===== src/rtl/traffic_lights_monitor.sv =====
// -----------------------------------------------------------------------------
// traffic_lights_monitor
//
// Passive observer of the traffic light controller lamp outputs. Rebuilds the
// timed lamp segments, reports each finished segment with its length, counts
// green blink half-periods, classifies the operating mode and flags lamp
// combinations the controller can never legally drive.
//
// Parameters
//   BLINK_HALF_PERIOD  expected blink half-period (cycles), used for UNC detection
//   DARK_TIMEOUT       cycles of continuous all-dark before mode becomes OFF
//
// Ports
//   clk_i           clock
//   srst_n_i        synchronous reset, active low
//   red_i/yellow_i/green_i  observed lamps
//   clr_err_i       clears illegal_o (a simultaneous new illegal pattern wins)
//   seg_valid_o     one-cycle pulse, segment report valid
//   seg_lights_o    {red,yellow,green} of the finished segment
//   seg_len_o       finished segment length in cycles, saturating at 16'hFFFF
//   blinks_valid_o  one-cycle pulse, green_blinks_o updated
//   green_blinks_o  green half-periods seen in the last blink phase
//   mode_o          0 UNKNOWN, 1 NORMAL, 2 UNC, 3 OFF
//   illegal_o       sticky illegal-pattern flag
// -----------------------------------------------------------------------------
module traffic_lights_monitor #(
  parameter int BLINK_HALF_PERIOD = 500,
  parameter int DARK_TIMEOUT      = 2000
) (
  input  logic        clk_i,
  input  logic        srst_n_i,
  input  logic        red_i,
  input  logic        yellow_i,
  input  logic        green_i,
  input  logic        clr_err_i,
  output logic        seg_valid_o,
  output logic [2:0]  seg_lights_o,
  output logic [15:0] seg_len_o,
  output logic        blinks_valid_o,
  output logic [15:0] green_blinks_o,
  output logic [1:0]  mode_o,
  output logic        illegal_o
);

  typedef enum logic [1:0] {
    MODE_UNKNOWN = 2'd0,
    MODE_NORMAL  = 2'd1,
    MODE_UNC     = 2'd2,
    MODE_OFF     = 2'd3
  } mode_e;

  localparam logic [2:0]  PAT_DARK    = 3'b000;
  localparam logic [2:0]  PAT_GREEN   = 3'b001;
  localparam logic [2:0]  PAT_YELLOW  = 3'b010;
  localparam logic [2:0]  PAT_RED_YEL = 3'b110;
  localparam logic [15:0] BLINK_LEN   = 16'(BLINK_HALF_PERIOD);
  localparam logic [15:0] DARK_LEN    = 16'(DARK_TIMEOUT);

  function automatic logic [15:0] sat_inc(input logic [15:0] v);
    return (v == 16'hFFFF) ? v : v + 16'd1;
  endfunction

  function automatic logic is_illegal(input logic [2:0] p);
    return (p == 3'b011) || (p == 3'b101) || (p == 3'b111);
  endfunction

  logic [2:0]  pat_p0;
  logic [2:0]  cur_p1;
  logic [15:0] len_p1;
  logic        started_p1;
  logic        seg_change;
  logic        rpt;
  logic        illegal_now;
  logic [2:0]  prev_lights_q;
  mode_e       mode_q;
  mode_e       mode_d;
  logic        disarm;
  logic        armed_q;
  logic        counting_q;
  logic [15:0] blink_cnt_q;

  assign seg_change  = (pat_p0 != cur_p1);
  // The segment that was in progress at reset has no known start, so the
  // first boundary after reset only enables reporting.
  assign rpt         = seg_change && started_p1;
  assign illegal_now = is_illegal(pat_p0);
  assign mode_o      = mode_q;

  // ---- stage p0: lamp sampling ----
  always_ff @(posedge clk_i) begin
    if (!srst_n_i) pat_p0 <= 3'b000;
    else           pat_p0 <= {red_i, yellow_i, green_i};
  end

  // ---- stage p1: segment tracking and reports ----
  always_ff @(posedge clk_i) begin
    if (!srst_n_i) begin
      cur_p1       <= 3'b000;
      len_p1       <= 16'd0;
      started_p1   <= 1'b0;
      seg_valid_o  <= 1'b0;
      seg_lights_o <= 3'b000;
      seg_len_o    <= 16'd0;
    end else begin
      seg_valid_o <= 1'b0;
      if (!seg_change) begin
        len_p1 <= sat_inc(len_p1);
      end else begin
        cur_p1     <= pat_p0;
        len_p1     <= 16'd1;
        started_p1 <= 1'b1;
        if (started_p1) begin
          seg_valid_o  <= 1'b1;
          seg_lights_o <= cur_p1;
          seg_len_o    <= len_p1;
        end
      end
    end
  end

  always_ff @(posedge clk_i) begin
    if (!srst_n_i)        illegal_o <= 1'b0;
    else if (illegal_now) illegal_o <= 1'b1;
    else if (clr_err_i)   illegal_o <= 1'b0;
  end

  // ---- stage p2: mode classification from registered reports ----
  always_comb begin
    mode_d = mode_q;
    if (illegal_now) begin
      mode_d = MODE_UNKNOWN;
    end else if ((cur_p1 == PAT_DARK) && (len_p1 == DARK_LEN)) begin
      // Fires while the dark segment is still running.
      mode_d = MODE_OFF;
    end else if (seg_valid_o && (seg_lights_o == PAT_DARK) &&
                 (seg_len_o == BLINK_LEN) && (prev_lights_q == PAT_YELLOW)) begin
      mode_d = MODE_UNC;
    end else if (seg_valid_o && (seg_lights_o == PAT_RED_YEL)) begin
      mode_d = MODE_NORMAL;
    end
  end

  assign disarm = (mode_d != mode_q) && (mode_d != MODE_NORMAL);

  always_ff @(posedge clk_i) begin
    if (!srst_n_i) begin
      mode_q        <= MODE_UNKNOWN;
      prev_lights_q <= 3'b000;
    end else begin
      mode_q <= mode_d;
      if (seg_valid_o) prev_lights_q <= seg_lights_o;
    end
  end

  // Blink counting follows the tracker reports directly so that the final
  // count can be published in the same cycle as the report of the last
  // green half-period.
  always_ff @(posedge clk_i) begin
    if (!srst_n_i) begin
      armed_q        <= 1'b0;
      counting_q     <= 1'b0;
      blink_cnt_q    <= 16'd0;
      blinks_valid_o <= 1'b0;
      green_blinks_o <= 16'd0;
    end else begin
      blinks_valid_o <= 1'b0;
      if (rpt) begin
        if (cur_p1 == PAT_RED_YEL) begin
          armed_q     <= 1'b1;
          counting_q  <= 1'b0;
          blink_cnt_q <= 16'd0;
        end else if (counting_q && (pat_p0 == PAT_YELLOW)) begin
          // The half-period ending right now is part of the phase.
          green_blinks_o <= sat_inc(blink_cnt_q);
          blinks_valid_o <= 1'b1;
          armed_q        <= 1'b0;
          counting_q     <= 1'b0;
        end else if (counting_q && ((cur_p1 == PAT_DARK) || (cur_p1 == PAT_GREEN))) begin
          blink_cnt_q <= sat_inc(blink_cnt_q);
        end else if (armed_q && (cur_p1 == PAT_GREEN)) begin
          // Steady green ends; blinking starts with the next segment.
          counting_q <= 1'b1;
        end
      end
      if (disarm) begin
        armed_q    <= 1'b0;
        counting_q <= 1'b0;
      end
    end
  end

endmodule


===== config.mk =====
export PLATFORM = sky130hd
export DESIGN_NAME = traffic_lights_monitor
export DESIGN_NICKNAME = d
export VERILOG_FILES = /design/src/rtl/traffic_lights_monitor.sv
export SDC_FILE = /design/constraint.sdc
export NUM_CORES = 1
export LEC_CHECK = 0
export ABC_AREA = 1
export ABC_CLOCK_PERIOD_IN_PS = 2300
export CAP_MARGIN = 20
export CORE_AREA = 2 2 101 103
export CTS_CLUSTER_DIAMETER = 120
export DETAILED_ROUTE_END_ITERATION = 6
export DIE_AREA = 0 0 103 105
export MAX_ROUTING_LAYER = met4
export PLACE_DENSITY = 0.64
export SYNTH_ARGS = -nofsm -noshare
export SYNTH_HDL_FRONTEND = slang
export SYNTH_SLANG_ARGS = --single-unit

===== constraint.sdc =====
create_clock -name clk_i -period 2.3 [get_ports clk_i]
set_clock_uncertainty 0.05 [all_clocks]
set_input_delay 0.69 -clock clk_i [delete_from_list [all_inputs] [get_ports clk_i]]
set_output_delay 0.69 -clock clk_i [all_outputs]
set_load 0.01 [all_outputs]

==> results.cfg, run 1 <==
[synthesis]
ys_types = 32
synth_warnings = 0
synth_edf_count = 0
seq_area_frac_synth_pct = 44.0
synth_nets = 557
async_reset_ff_share_pct = 0
synth-seq-cells = 84
synth.cell_area_um2 = 3820
syn-instance-count = 548
synth_top_flop_cell = dfxtp_1
syn_area_per_cell_um2 = 6.97

[route]
ant_nets = 0
drtIter0Drc = 201
first_pass_iters = 4
routed_wl_um = 8820
num_vias = 3478
wl_per_cell_um = 12.0
drc = 0
vias_per_cell = 4.74

[cells_and_area]
antenna_cells = 0
nFillCells = 1016
nets = 605
drive_gt1_share_pct = 7.15
syn_to_final_growth_pct = 21.8

[clock_network]
cts_made_buffers = 9
cts_root_buf = clkbuf_8
hold_buffers = 0
clk_pin_slew_ps = 80
clockBufferDepth = 2
ctsResizeCount = 0
post_cts_buffers = 0
cts_tree = done
clk-insertion-delay-late_ps = 360
htree_levels = 3
cts.sinks = 84

[critical_path]
crit_buf_inv = 1
path_cells = clkdlybuf4s50_1
r2r_slack_ps = 350
startpoint_type = register
reg2reg_to = len_p1[9]
cp-end-kind = primary output
setup.worst_path.start = seg_valid_o
crit_arrival_ps = 1370
critPathTopFamily = buffers and inverters
critical_path.max_fanout = 7
slowest_delay_ps = 580
worstPathRequired_ps = 1560
worst-path-stages = 1
setup.worst_path.class = reg -> out
r2r-start = len_p1[0]
worst_r2r_path_depth = 11
critPathSlowestCell = clkdlybuf4s50_1

[placement]
io_buffers = 45
place_congestion = 0.903
dp_hpwl_um = 6460
place_ws_ps = 201

[sta]
rsz0062_at_grt = false
setup_viol = 0
clock.fmax_mhz = 475
fin_crit_sh_pct = 91.6
worstMarginPinSlew_ps = 598
period_minus_slack_ps = 2110
finalSetupTns_ps = 0
slew_headroom_pct = 60.1
hold_violations = 0
whs_ps = 415
setup_ws_ps = 194
final_max_slew_viol_count = 0

[hold_path]
holdPathStages = 2
holdPathEnd = illegal_o
hold_path_class = reg -> reg
min_from = illegal_o

[floorplan]
fp.dieW_um = 103
dieArea_um2 = 10800
core-area_um2 = 9640
ios = 46
initial_core_util_pct = 39.6
die_h_um = 105
rows = 36

[grt]
grt_pass1_wl_um = 15300
grt_pass1_vias = 3205
grt_max_degree = 44
grt_overflow = 0
antenna_found_initial = 0
grt_util_all_layers_pct = 18.1

[power]
vdd_ir_drop_max_uv = 403
p_per_area_nw_per_um2 = 644
p_leak_nw = 1.89

[outcome]
outcome = complete, no violations

[job]
cap_violations = 0
==> flip-flops by register name, summed over array words and instances, names as in the netlist <==
signal / cells
armed_q: 1
blink_cnt_q: 16
blinks_valid_o: 1
counting_q: 1
cur_p1: 3
green_blinks_o: 16
illegal_o: 1
len_p1: 16
mode_o: 2
pat_p0: 3
prev_lights_q: 3
seg_len_o: 16
seg_lights_o: 3
seg_valid_o: 1
started_p1: 1
==> kinds of logic after synthesis <==
kind of cell             Yosys count  synth area share, %
buffers and inverters             83                 8.81
AO/OA/AOI/OAI                     99                 13.4
flip-flops                        84                 44.0
XOR/XNOR                          16                 3.67
adder cells (fa/ha/maj)            3                0.982
AND/OR/NAND/NOR                  263                 29.1
==> report_power, final <==
| group | internal [mW] | total, mW | leakage, nW | switching [mW] |
|---|---|---|---|---|
| combinational | 0.120 | 0.262 | 1.09 | 0.142 |
| clock | 0.627 | 1.19 | 0.115 | 0.566 |
| sequential | 1.50 | 1.54 | 0.682 | 0.0406 |
| total | 2.25 | 3.00 | 1.89 | 0.748 |
==> cells in the final DEF (no fill, tap or decap) <==
cell / synthesis / layout
nand2_4: 1 / 1
nor2_1: 91 / 91
nand3_2: 1 / 1
o21a_1: 1 / 1
xnor2_1: 4 / 4
a31oi_1: 1 / 1
xor2_1: 12 / 12
nor3_4: 2 / 2
nand4_1: 7 / 7
inv_1: 61 / 61
nand2_2: 2 / 2
or2_2: 1 / 1
clkdlybuf4s50_1: 0 / 45
dfxtp_1: 84 / 84
nand2_1: 120 / 120
clkinv_4: 0 / 2
clkinv_1: 1 / 1
buf_4: 1 / 7
o21ai_0: 44 / 44
ha_1: 3 / 3
buf_12: 0 / 1
o21bai_1: 1 / 1
clkbuf_8: 0 / 9
nand3_1: 19 / 19
bufinv_16: 0 / 2
nor2_2: 5 / 5
inv_6: 0 / 3
nor3_2: 1 / 1
nor3_1: 12 / 12
a21oi_1: 39 / 39
inv_2: 5 / 5
a211oi_1: 2 / 2
o211ai_1: 2 / 2
o21ai_1: 9 / 9
nor2b_2: 1 / 1
==> worst register-to-register path, stage by stage, from the launching register on <==
cell and delay [ps]:
dfxtp_1 440, ha_1 200, nand2_1 90, nor3_2 300
nand2_1 110, nor2_1 160, nand2_2 140, inv_1 150
o21ai_0 80, o21ai_0 80, nand2_1 60, inv_1 50
==> metrics by stage <==
stage               instance area [um^2]  util [%]  cells  total power [mW]
floorplan                           3820         -    548              1.72
global placement                    4430      45.9    718              1.84
detailed placement                  4430      45.9    718              1.84
CTS                                 4650      48.3    734              3.03
global route                        4650      48.3    734              3.13
finish                              4650      48.3    734              3.00
==> routing by layer <==
| layer | wire length, um | up-vias | GRT usage (%) | share of wire [%] |
|---|---|---|---|---|
| met4 | 71 | 0 | 5.83 | 0.81 |
| met2 | 3950 | 77 | 27.7 | 45 |
| met3 | 457 | 9 | 3.21 | 5.2 |
| met5 | 0 | - | - | 0 |
| li1 | - | 1833 | - | - |
| met1 | 4330 | 1559 | 24.1 | 49 |
==> cells in the mapped netlist (2+ instances only) <==
cell,instances,area share (%)
inv_2,5,0.49
nand3_1,19,2.5
nor2_1,91,8.9
buf_6,2,0.59
inv_1,61,6.0
nor2_2,5,0.82
dfxtp_1,84,44
nor3_1,12,1.6
a21oi_1,39,5.1
nand2_1,120,12
nor3_4,2,0.85
clkbuf_1,8,0.79
a211oi_1,2,0.39
o21ai_1,9,1.2
ha_1,3,0.98
xnor2_1,4,0.92
nand4_1,7,1.1
buf_2,5,0.65
xor2_1,12,2.8
nand2_2,2,0.33
o21ai_0,44,5.8
o211ai_1,2,0.39
==> how the worst max path moves through the flow <==
stage	to	slack [ps]
4_1_cts	seg_valid_o	180
3_3_place_gp	armed_q	250
5_1_grt	seg_valid_o	130
6_report	seg_valid_o	190
3_5_place_dp	len_p1[12]	200
2_1_floorplan	len_p1[12]	450
==> final cells by class <==
type / count / area [um^2] / area share [%]
multi-input combinational: 381 / 1800 / 38.7
tap: 133 / 166 / 3.58
inverter: 67 / 251 / 5.40
sequential: 84 / 1680 / 36.1
clock buffer: 9 / 124 / 2.66
clock inverter: 7 / 104 / 2.23
timing repair buffer: 53 / 523 / 11.2
(Power assumes the default switching activity.)
==> run 2, diff against run 1 <==
DONT_BUFFER_PORTS = 1   (was unset)
PLACE_DENSITY = 0.58   (was 0.64)
==> results.cfg, run 2 (synthesized netlist as in run 1, its figures left out) <==
[outcome]
outcome = complete, no violations

[route]
wl_per_cell_um = 12.9
ant_nets = 0
drtIter0Drc = 181
vias_per_cell = 4.82
first_pass_iters = 4
num_vias = 3308
drc = 0
routed_wl_um = 8870

[critical_path]
path_cells = ha_1, nand2_1, nor2_2, inv_1, nor2_1, nand3_1, buf_4, o21ai_0, nand2_1, a21oi_1
critical_path.max_fanout = 14
startpoint_type = register
crit_arrival_ps = 2270
setup.worst_path.class = reg -> reg
crit_top_cell = nand2_1
worstPathRequired_ps = 2520
cp-end-kind = register
critPathSlowestCell = dfxtp_1
slowest_delay_ps = 400

[floorplan]
core-area_um2 = 9640
die_h_um = 105
ios = 46
dieArea_um2 = 10800
fp.dieW_um = 103
rows = 36
initial_core_util_pct = 39.6

[grt]
grt_pass1_wl_um = 14500
grt_max_degree = 45
grt_pass1_vias = 3012
antenna_found_initial = 0
grt_util_all_layers_pct = 17.6
grt_overflow = 0

[placement]
io_buffers = 0
place_congestion = 0.865
dp_hpwl_um = 6360
place_ws_ps = 333

[job]
cap_violations = 0

[sta]
period_minus_slack_ps = 2050
setup_viol = 0
slew_headroom_pct = 58.4
final_max_slew_viol_count = 0
setup_ws_ps = 253
rsz0062_at_grt = false
finalSetupTns_ps = 0
worstMarginPinSlew_ps = 617
hold_violations = 0
clock.fmax_mhz = 488
fin_crit_sh_pct = 89.0

[cells_and_area]
antenna_cells = 0
multi_input_area_um2 = 1800
nets = 558
regArea_um2 = 1680
final_cell_mix = nand2_1 (120), nor2_1 (91), dfxtp_1 (84)
fin_util_pct = 43.0
nFillCells = 1042
syn_to_final_growth_pct = 8.58
layout_commonest_cell = nand2_1
drive_gt1_share_pct = 7.22

[clock_network]
cts_root_buf = clkbuf_8
cts.sinks = 84
cts_made_buffers = 9
clockBufferDepth = 2
clk-insertion-delay-late_ps = 350
htree_levels = 3
cts_tree = done
clk_pin_slew_ps = 80
ctsResizeCount = 0
post_cts_buffers = 0
hold_buffers = 0

[power]
p_leak_nw = 1.70
vdd_ir_drop_max_uv = 235
p_per_area_nw_per_um2 = 675
power_mw = 2.80

[hold_path]
hold_path_class = in -> reg
## run 2: cell count changes in the layout (fill, tap and decap cells not counted), sizes merged
cell           previous run  this run
bufinv                    2         1
clkdlybuf4s50            45         0
inv                      69        67
clkinvlp                  0         1
clkbuf                    9        11
buf                       8         6
## run 2: power breakdown
group	leakage (nW)	switching (mW)	internal (mW)
combinational	0.918	0.105	0.0523
clock	0.0999	0.541	0.536
sequential	0.682	0.0645	1.50
total	1.70	0.710	2.09
## run 2: area by class of cell
type / count / share of cell area, %
tap: 133 / 4.01
clock inverter: 5 / 1.45
inverter: 67 / 6.06
timing repair buffer: 6 / 1.09
multi-input combinational: 381 / 43.5
sequential: 84 / 40.5
clock buffer: 11 / 3.41
## run 2: worst paths after layout
path	depth (start not counted)	end	from	slack [ps]
min	2	pat_p0[1]	yellow_i	380
max	10	blink_cnt_q[2]	blink_cnt_q[0]	250
max reg2reg	10	blink_cnt_q[2]	blink_cnt_q[0]	250
min reg2reg	2	prev_lights_q[2]	prev_lights_q[2]	430
## run 2: critical path, delay by kind of cell (launching register included)
family / cells / cell delay (ps)
adders and majority gates: 1 / 240
AOI/OAI and AO/OA: 2 / 270
DFF: 1 / 400
and+or+nand+nor: 5 / 720
buffers and inverters: 2 / 270
## run 2: per-layer routing
layer / track usage (%) / up-vias / share of wire (%)
met4: 4.98 / 0 / 0.57
met2: 23.1 / 86 / 41
li1: - / 1740 / -
met3: 6.15 / 4 / 6.9
met5: - / - / 0
met1: 25.2 / 1478 / 52
## run 2: metrics by stage
stage | cell area [um^2] | cells | hold slack (ps)
3_3_place_gp | 3950 | 671 | 400
4_1_cts | 4150 | 687 | 354
5_1_grt | 4150 | 687 | 355
2_1_floorplan | 3820 | 548 | 390
3_5_place_dp | 3950 | 671 | 420
6_report | 4150 | 687 | 382
